File: src/rtl/iecdrv_head_tracker.sv
// Stepper-phase to half-track decoder with head side tracking and a queued track-writeback request path.
// Position/side register one cycle after the ce sample; save requests are held in a SAVE_Q-deep FIFO until acked.
module iecdrv_head_tracker #(
    parameter int MAX_HTRACK   = 84,
    parameter int RESET_HTRACK = 36,
    parameter int SIDES        = 1,
    parameter int SAVE_Q       = 2,
    parameter int HT_W         = $clog2(MAX_HTRACK + 1),
    localparam int CNT_W       = $clog2(SAVE_Q + 1)
) (
    input  logic             clk,
    input  logic             reset,
    input  logic             ce,
    input  logic [1:0]       stp,
    input  logic             mtr,
    input  logic             act,
    input  logic             side_sel,
    input  logic             we,
    input  logic             img_mounted,
    output logic [HT_W-1:0]  htrack,
    output logic             side,
    output logic             tr00_sense_n,
    output logic             save_req,
    output logic [HT_W-1:0]  save_htrack,
    output logic             save_side,
    input  logic             save_ack,
    output logic [CNT_W-1:0] q_count,
    output logic             overflow
);

    localparam int PTR_W = (SAVE_Q > 1) ? $clog2(SAVE_Q) : 1;
    localparam logic [HT_W-1:0]  HT_MAX   = HT_W'(MAX_HTRACK);
    localparam logic [HT_W-1:0]  HT_RST   = HT_W'(RESET_HTRACK);
    localparam logic [CNT_W-1:0] Q_FULL   = CNT_W'(SAVE_Q);
    localparam logic [PTR_W-1:0] PTR_LAST = PTR_W'(SAVE_Q - 1);

    logic [HT_W-1:0]  htrack_q, htrack_d;
    logic             side_q, side_d;
    logic [1:0]       stp_old_q, stp_old_d;
    logic             dirty_q, dirty_d;
    logic             mnt_q;
    logic             ovf_q;
    logic [CNT_W-1:0] cnt_q;
    logic [PTR_W-1:0] rd_ptr_q, wr_ptr_q;
    logic [HT_W:0]    mem_q [SAVE_Q];

    logic [1:0] move;
    logic       step_up, step_dn, side_chg, media_chg;
    logic       flush, full, push, pop, drop;

    function automatic logic [PTR_W-1:0] ptr_inc(input logic [PTR_W-1:0] p);
        return (p == PTR_LAST) ? '0 : p + 1'b1;
    endfunction

    always_comb begin
        move      = stp - stp_old_q;
        step_up   = ce && mtr && (move == 2'd1) && (htrack_q != HT_MAX);
        step_dn   = ce && mtr && (move == 2'd3) && (htrack_q != '0);
        stp_old_d = ce ? stp : stp_old_q;

        htrack_d = htrack_q;
        if (step_up) begin
            htrack_d = htrack_q + 1'b1;
        end else if (step_dn) begin
            htrack_d = htrack_q - 1'b1;
        end

        side_d = side_q;
        if (SIDES == 2 && ce) begin
            side_d = side_sel;
        end
        side_chg  = (side_d != side_q);
        media_chg = img_mounted && !mnt_q;

        // Every trigger enqueues the same pre-change {htrack, side}, so one entry covers them all.
        flush = dirty_q && (step_up || step_dn || side_chg || !act);
        pop   = save_ack && (cnt_q != '0);
        full  = (cnt_q == Q_FULL);
        push  = flush && !media_chg && (!full || pop);
        drop  = flush && !media_chg && full && !pop;

        dirty_d = dirty_q;
        if (media_chg) begin
            dirty_d = 1'b0;
        end else if (we) begin
            dirty_d = 1'b1;
        end else if (flush) begin
            dirty_d = 1'b0;
        end
    end

    always_ff @(posedge clk or posedge reset) begin
        if (reset) begin
            htrack_q  <= HT_RST;
            side_q    <= 1'b0;
            stp_old_q <= 2'd0;
            dirty_q   <= 1'b0;
            mnt_q     <= 1'b0;
        end else begin
            htrack_q  <= htrack_d;
            side_q    <= side_d;
            stp_old_q <= stp_old_d;
            dirty_q   <= dirty_d;
            mnt_q     <= img_mounted;
        end
    end

    always_ff @(posedge clk or posedge reset) begin
        if (reset) begin
            cnt_q    <= '0;
            rd_ptr_q <= '0;
            wr_ptr_q <= '0;
            ovf_q    <= 1'b0;
            for (int i = 0; i < SAVE_Q; i++) begin
                mem_q[i] <= '0;
            end
        end else if (media_chg) begin
            cnt_q    <= '0;
            rd_ptr_q <= '0;
            wr_ptr_q <= '0;
            ovf_q    <= 1'b0;
        end else begin
            if (push) begin
                mem_q[wr_ptr_q] <= {htrack_q, side_q};
                wr_ptr_q        <= ptr_inc(wr_ptr_q);
            end
            if (pop) begin
                rd_ptr_q <= ptr_inc(rd_ptr_q);
            end
            if (push && !pop) begin
                cnt_q <= cnt_q + 1'b1;
            end else if (pop && !push) begin
                cnt_q <= cnt_q - 1'b1;
            end
            if (drop) begin
                ovf_q <= 1'b1;
            end
        end
    end

    assign htrack       = htrack_q;
    assign side         = side_q;
    assign tr00_sense_n = (htrack_q != '0);
    assign save_req     = (cnt_q != '0);
    assign save_htrack  = mem_q[rd_ptr_q][HT_W:1];
    assign save_side    = mem_q[rd_ptr_q][0];
    assign q_count      = cnt_q;
    assign overflow     = ovf_q;

endmodule

File: config.mk
export PLATFORM = sky130hd
export DESIGN_NAME = iecdrv_head_tracker
export DESIGN_NICKNAME = d
export VERILOG_FILES = /design/src/rtl/iecdrv_head_tracker.sv
export SDC_FILE = /design/constraint.sdc
export NUM_CORES = 1
export LEC_CHECK = 0
export ABC_CLOCK_PERIOD_IN_PS = 7100
export BUFFER_PORTS_ARGS = -buffer_cell sky130_fd_sc_hd__buf_2
export CORE_MARGIN = 4
export CORE_UTILIZATION = 40
export DETAILED_ROUTE_END_ITERATION = 10
export HOLD_SLACK_MARGIN = 0.12
export PLACE_DENSITY_LB_ADDON = 0.08
export SETUP_SLACK_MARGIN = 0.1
export SYNTH_ARGS = -nofsm -noshare
export SYNTH_HDL_FRONTEND = slang
export SYNTH_SLANG_ARGS = --single-unit
File: constraint.sdc
create_clock -name clk -period 7.1 [get_ports clk]
set_clock_uncertainty 0.1 [all_clocks]
set_input_delay 1.065 -clock clk [delete_from_list [all_inputs] [get_ports clk]]
set_output_delay 1.065 -clock clk [all_outputs]
set_load 0.005 [all_outputs]
==> results.sh <==
export IMPL_r2r_cells=9
export IMPL_synth_warnings=0
export IMPL_hold_buffers=0
export IMPL_drc=0
export IMPL_ctsRootBufferMaster="clkbuf_8"
export IMPL_synth_area_um2=1680
export IMPL_slowest_delay_ns=0.52
export IMPL_cts_resized=0
export IMPL_wirelength_mm=3.41
export IMPL_synth_top_area_cell="dfrtp_1"
export IMPL_synth_main_ff_cell="dfrtp_1"
export IMPL_path_cells="buf_2 -> inv_1 -> ha_1 -> nand3b_1 -> nand3b_1 -> fa_1 -> a211oi_1 -> o21bai_1 -> a21oi_1 -> mux2_2 -> xnor2_1"
export IMPL_ff_latch_area_um2=753
export IMPL_min_path_type="flop to flop"
export IMPL_place_congestion=0.816
export IMPL_portBuffers=28
export IMPL_fin_tns_setup_ns=0
export IMPL_critical_path_buf_inv_count=2
export IMPL_synthTopCellsByCount="dfrtp_1 (28), mux2_1 (11), mux2_2 (10)"
export IMPL_vias_per_cell=5.27
export IMPL_drive_gt1_share_pct=35.5
export IMPL_synth_top_area_share_pct=41.6
export IMPL_grt_pass1_wl_mm=5.98
export IMPL_dp_hpwl_mm=2.61
export IMPL_fillers=387
export IMPL_die_w_um=72.9
export IMPL_ir_worst_vdd_mv=0.158
export IMPL_synth_avg_cell_area_um2=12.2
export IMPL_rsz0062_at_grt="false"
export IMPL_cts_made_buffers=5
export IMPL_tightest_slew_ns=0.639
export IMPL_start_util_pct=41.8
export IMPL_fin_nets=189
export IMPL_power_density_nw_per_um2=391
export IMPL_drv_slew=0
export IMPL_cp_slowest_cell="fa_1"
export IMPL_finish_instance_area_um2=1960
export IMPL_grt_max_degree=31
export IMPL_multi_input_area_um2=893
export IMPL_clk_pin_slew_ns=0.06
export IMPL_yosysMostFrequentCell="dfrtp_1"
export IMPL_cts_htree_levels=2
export IMPL_dr_pass1_iters=4
export IMPL_path_class="primary input to flop"
export IMPL_worstSetupStartpointType="primary input"
export IMPL_io_pins=32
export IMPL_min_period_over_period_pct=51.2
export IMPL_fin_crit_ns=3.63
export IMPL_synthTopCellsByArea="dfrtp_1 (42%), mux2_1 (7.4%), mux2_2 (6.7%), mux2_4 (6.2%), ha_1 (4.5%)"
export IMPL_antennaDiodeCount=0
export IMPL_path_max_fanout=7
export IMPL_maxSlewHeadroom_pct=57.2
export IMPL_async_flop_share_pct=100
export IMPL_cts_tree="done"
export IMPL_yosysSeqAreaShare_pct=44.7
export IMPL_worstSkewPairLatency_ns=0.27
export IMPL_netlist_instances=138
export IMPL_synth_distinct_cells=42
export IMPL_crit_top_cell="nand3b_1"
export IMPL_hold_violations=0
export IMPL_status="finished, final reports clean"
export IMPL_grt_overflow=0
export IMPL_core_area_um2=4030
export IMPL_path_delay_family="adder cells"
export IMPL_clock_fmax_mhz=275
export IMPL_drt_iter0_drc=47
export IMPL_num_vias=1170
export IMPL_rows=23
export IMPL_endpoint_kind="flop"
export IMPL_required_ns=7.16
export IMPL_wl_per_cell_um=15.4
export IMPL_antenna_found_initial=0
export IMPL_hold_path_depth=1
export IMPL_post_dp_cell_area_um2=1870
export IMPL_clockBufferDepth=2
export IMPL_worst_path_stages=11
export IMPL_die_height_um=72.9
export IMPL_die_area_um2=5310
export IMPL_max_cap_viol_count=0
export IMPL_grt_usage_pct=14.8
export IMPL_leakage_nw=0.931
export IMPL_ys_ff_latch=30
export IMPL_postCtsSetupRepairBufs=0
export IMPL_synth_edf_count=0
export IMPL_total_power_w=0.000767
export IMPL_finalSetupViolCount=0
export IMPL_syn2layout_area_growth_pct=16.6
export IMPL_cp_data_arrival_time_ns=3.69
export IMPL_numClockSinks=30
export IMPL_grt_pass1_vias=1244
export IMPL_ant_nets=0
stage by stage:
step | setup WS [ns] | utilization (%) | hold slack [ns] | std cells
floorplan | 3.63 | - | 0.352 | 139
global placement | 3.25 | 46.5 | 0.361 | 214
detailed placement | 3.18 | 46.5 | 0.374 | 214
CTS | 3.46 | 48.7 | 0.389 | 222
global route | 3.24 | 48.7 | 0.406 | 222
finish | 3.47 | 48.7 | 0.382 | 222
worst reg2reg max path, stage by stage, from the launching register on:
cell      delay (ns)
dfrtp_1         0.38
ha_1            0.26
nand3b_1        0.30
nand3b_1        0.43
fa_1            0.52
a211oi_1        0.22
o21bai_1        0.11
a21oi_1         0.17
mux2_2          0.36
xnor2_1         0.12
kinds of logic after synthesis:
family,Yosys count,share of synthesized area [%]
simple gates,33,12.1
mux,30,21.5
flops,30,44.7
compound gates,22,8.84
buf+inv,8,2.45
fa+ha+maj,7,5.65
xor+xnor,7,4.53
other cells,1,0.223
routing by layer:
layer  GRT usage, %  part of all wire (%)  vias up
li1               -                     -      566
met1           18.9                    45      579
met2           24.4                    50       23
met3           4.41                   5.1        2
met4           3.69                  0.56        0
met5              0                     0        -
state kept, by name (all words and copies together), names as in the netlist:
name       flops
dirty_q        1
htrack         7
mem_q         14
mnt_q          1
overflow       1
q_count        2
rd_ptr_q       1
stp_old_q      2
wr_ptr_q       1
power breakdown:
group | total [W] | internal, W | switching, W | leakage [nW]
logic | 0.000316 | 0.000182 | 0.000134 | 0.518
clock network | 0.000137 | 0.0000780 | 0.0000591 | 0.0482
registers | 0.000313 | 0.000242 | 0.0000713 | 0.365
total | 0.000767 | 0.000502 | 0.000265 | 0.931
final timing paths:
| kind | startpoint | to | slack (ns) |
|---|---|---|---|
| max | stp[0] | htrack[6]$_DFFE_PP0P_ | 3.47 |
| min | mem_q[6]$_DFFE_PP0P_ | mem_q[6]$_DFFE_PP0P_ | 0.38 |
| max reg2reg | stp_old_q[0]$_DFFE_PP0P_ | htrack[6]$_DFFE_PP0P_ | 4.02 |
| min reg2reg | mem_q[6]$_DFFE_PP0P_ | mem_q[6]$_DFFE_PP0P_ | 0.38 |
| max in group asynchronous | reset | htrack[5]$_DFFE_PP1P_ | 5.83 |
| min in group asynchronous | reset | q_count[0]$_DFFE_PP0P_ | 0.76 |
area by class of cell:
cell class | instances | share of cell area [%]
clock buffers | 7 | 4.40
clock inverters | 1 | 0.255
inverters | 4 | 0.765
multi-input cells | 101 | 45.5
flip-flops and latches | 30 | 38.4
well taps | 50 | 3.19
repair buffers | 29 | 7.52
cells in the final DEF (no fill, tap or decap), types with 2 or more instances in the layout:
master,netlist,routed
ha_1,6,6
and3_1,2,2
a21o_1,2,2
a211oi_1,3,3
xnor2_1,3,3
buf_2,0,28
nor3_1,3,3
mux2i_1,2,2
dfstp_2,2,2
mux2_2,10,10
nand3_1,2,2
xor2_1,3,3
mux2_1,11,11
dfrtp_1,28,28
nor2_1,5,5
nand2_1,8,8
clkbuf_8,0,6
nor2b_1,2,2
a211o_1,2,2
o21ai_0,4,4
o21bai_1,2,2
a21oi_1,4,4
mux2_4,7,7
nand3b_1,2,2
conb_1,1,2
inv_1,4,4
(Power assumes the default switching activity.)
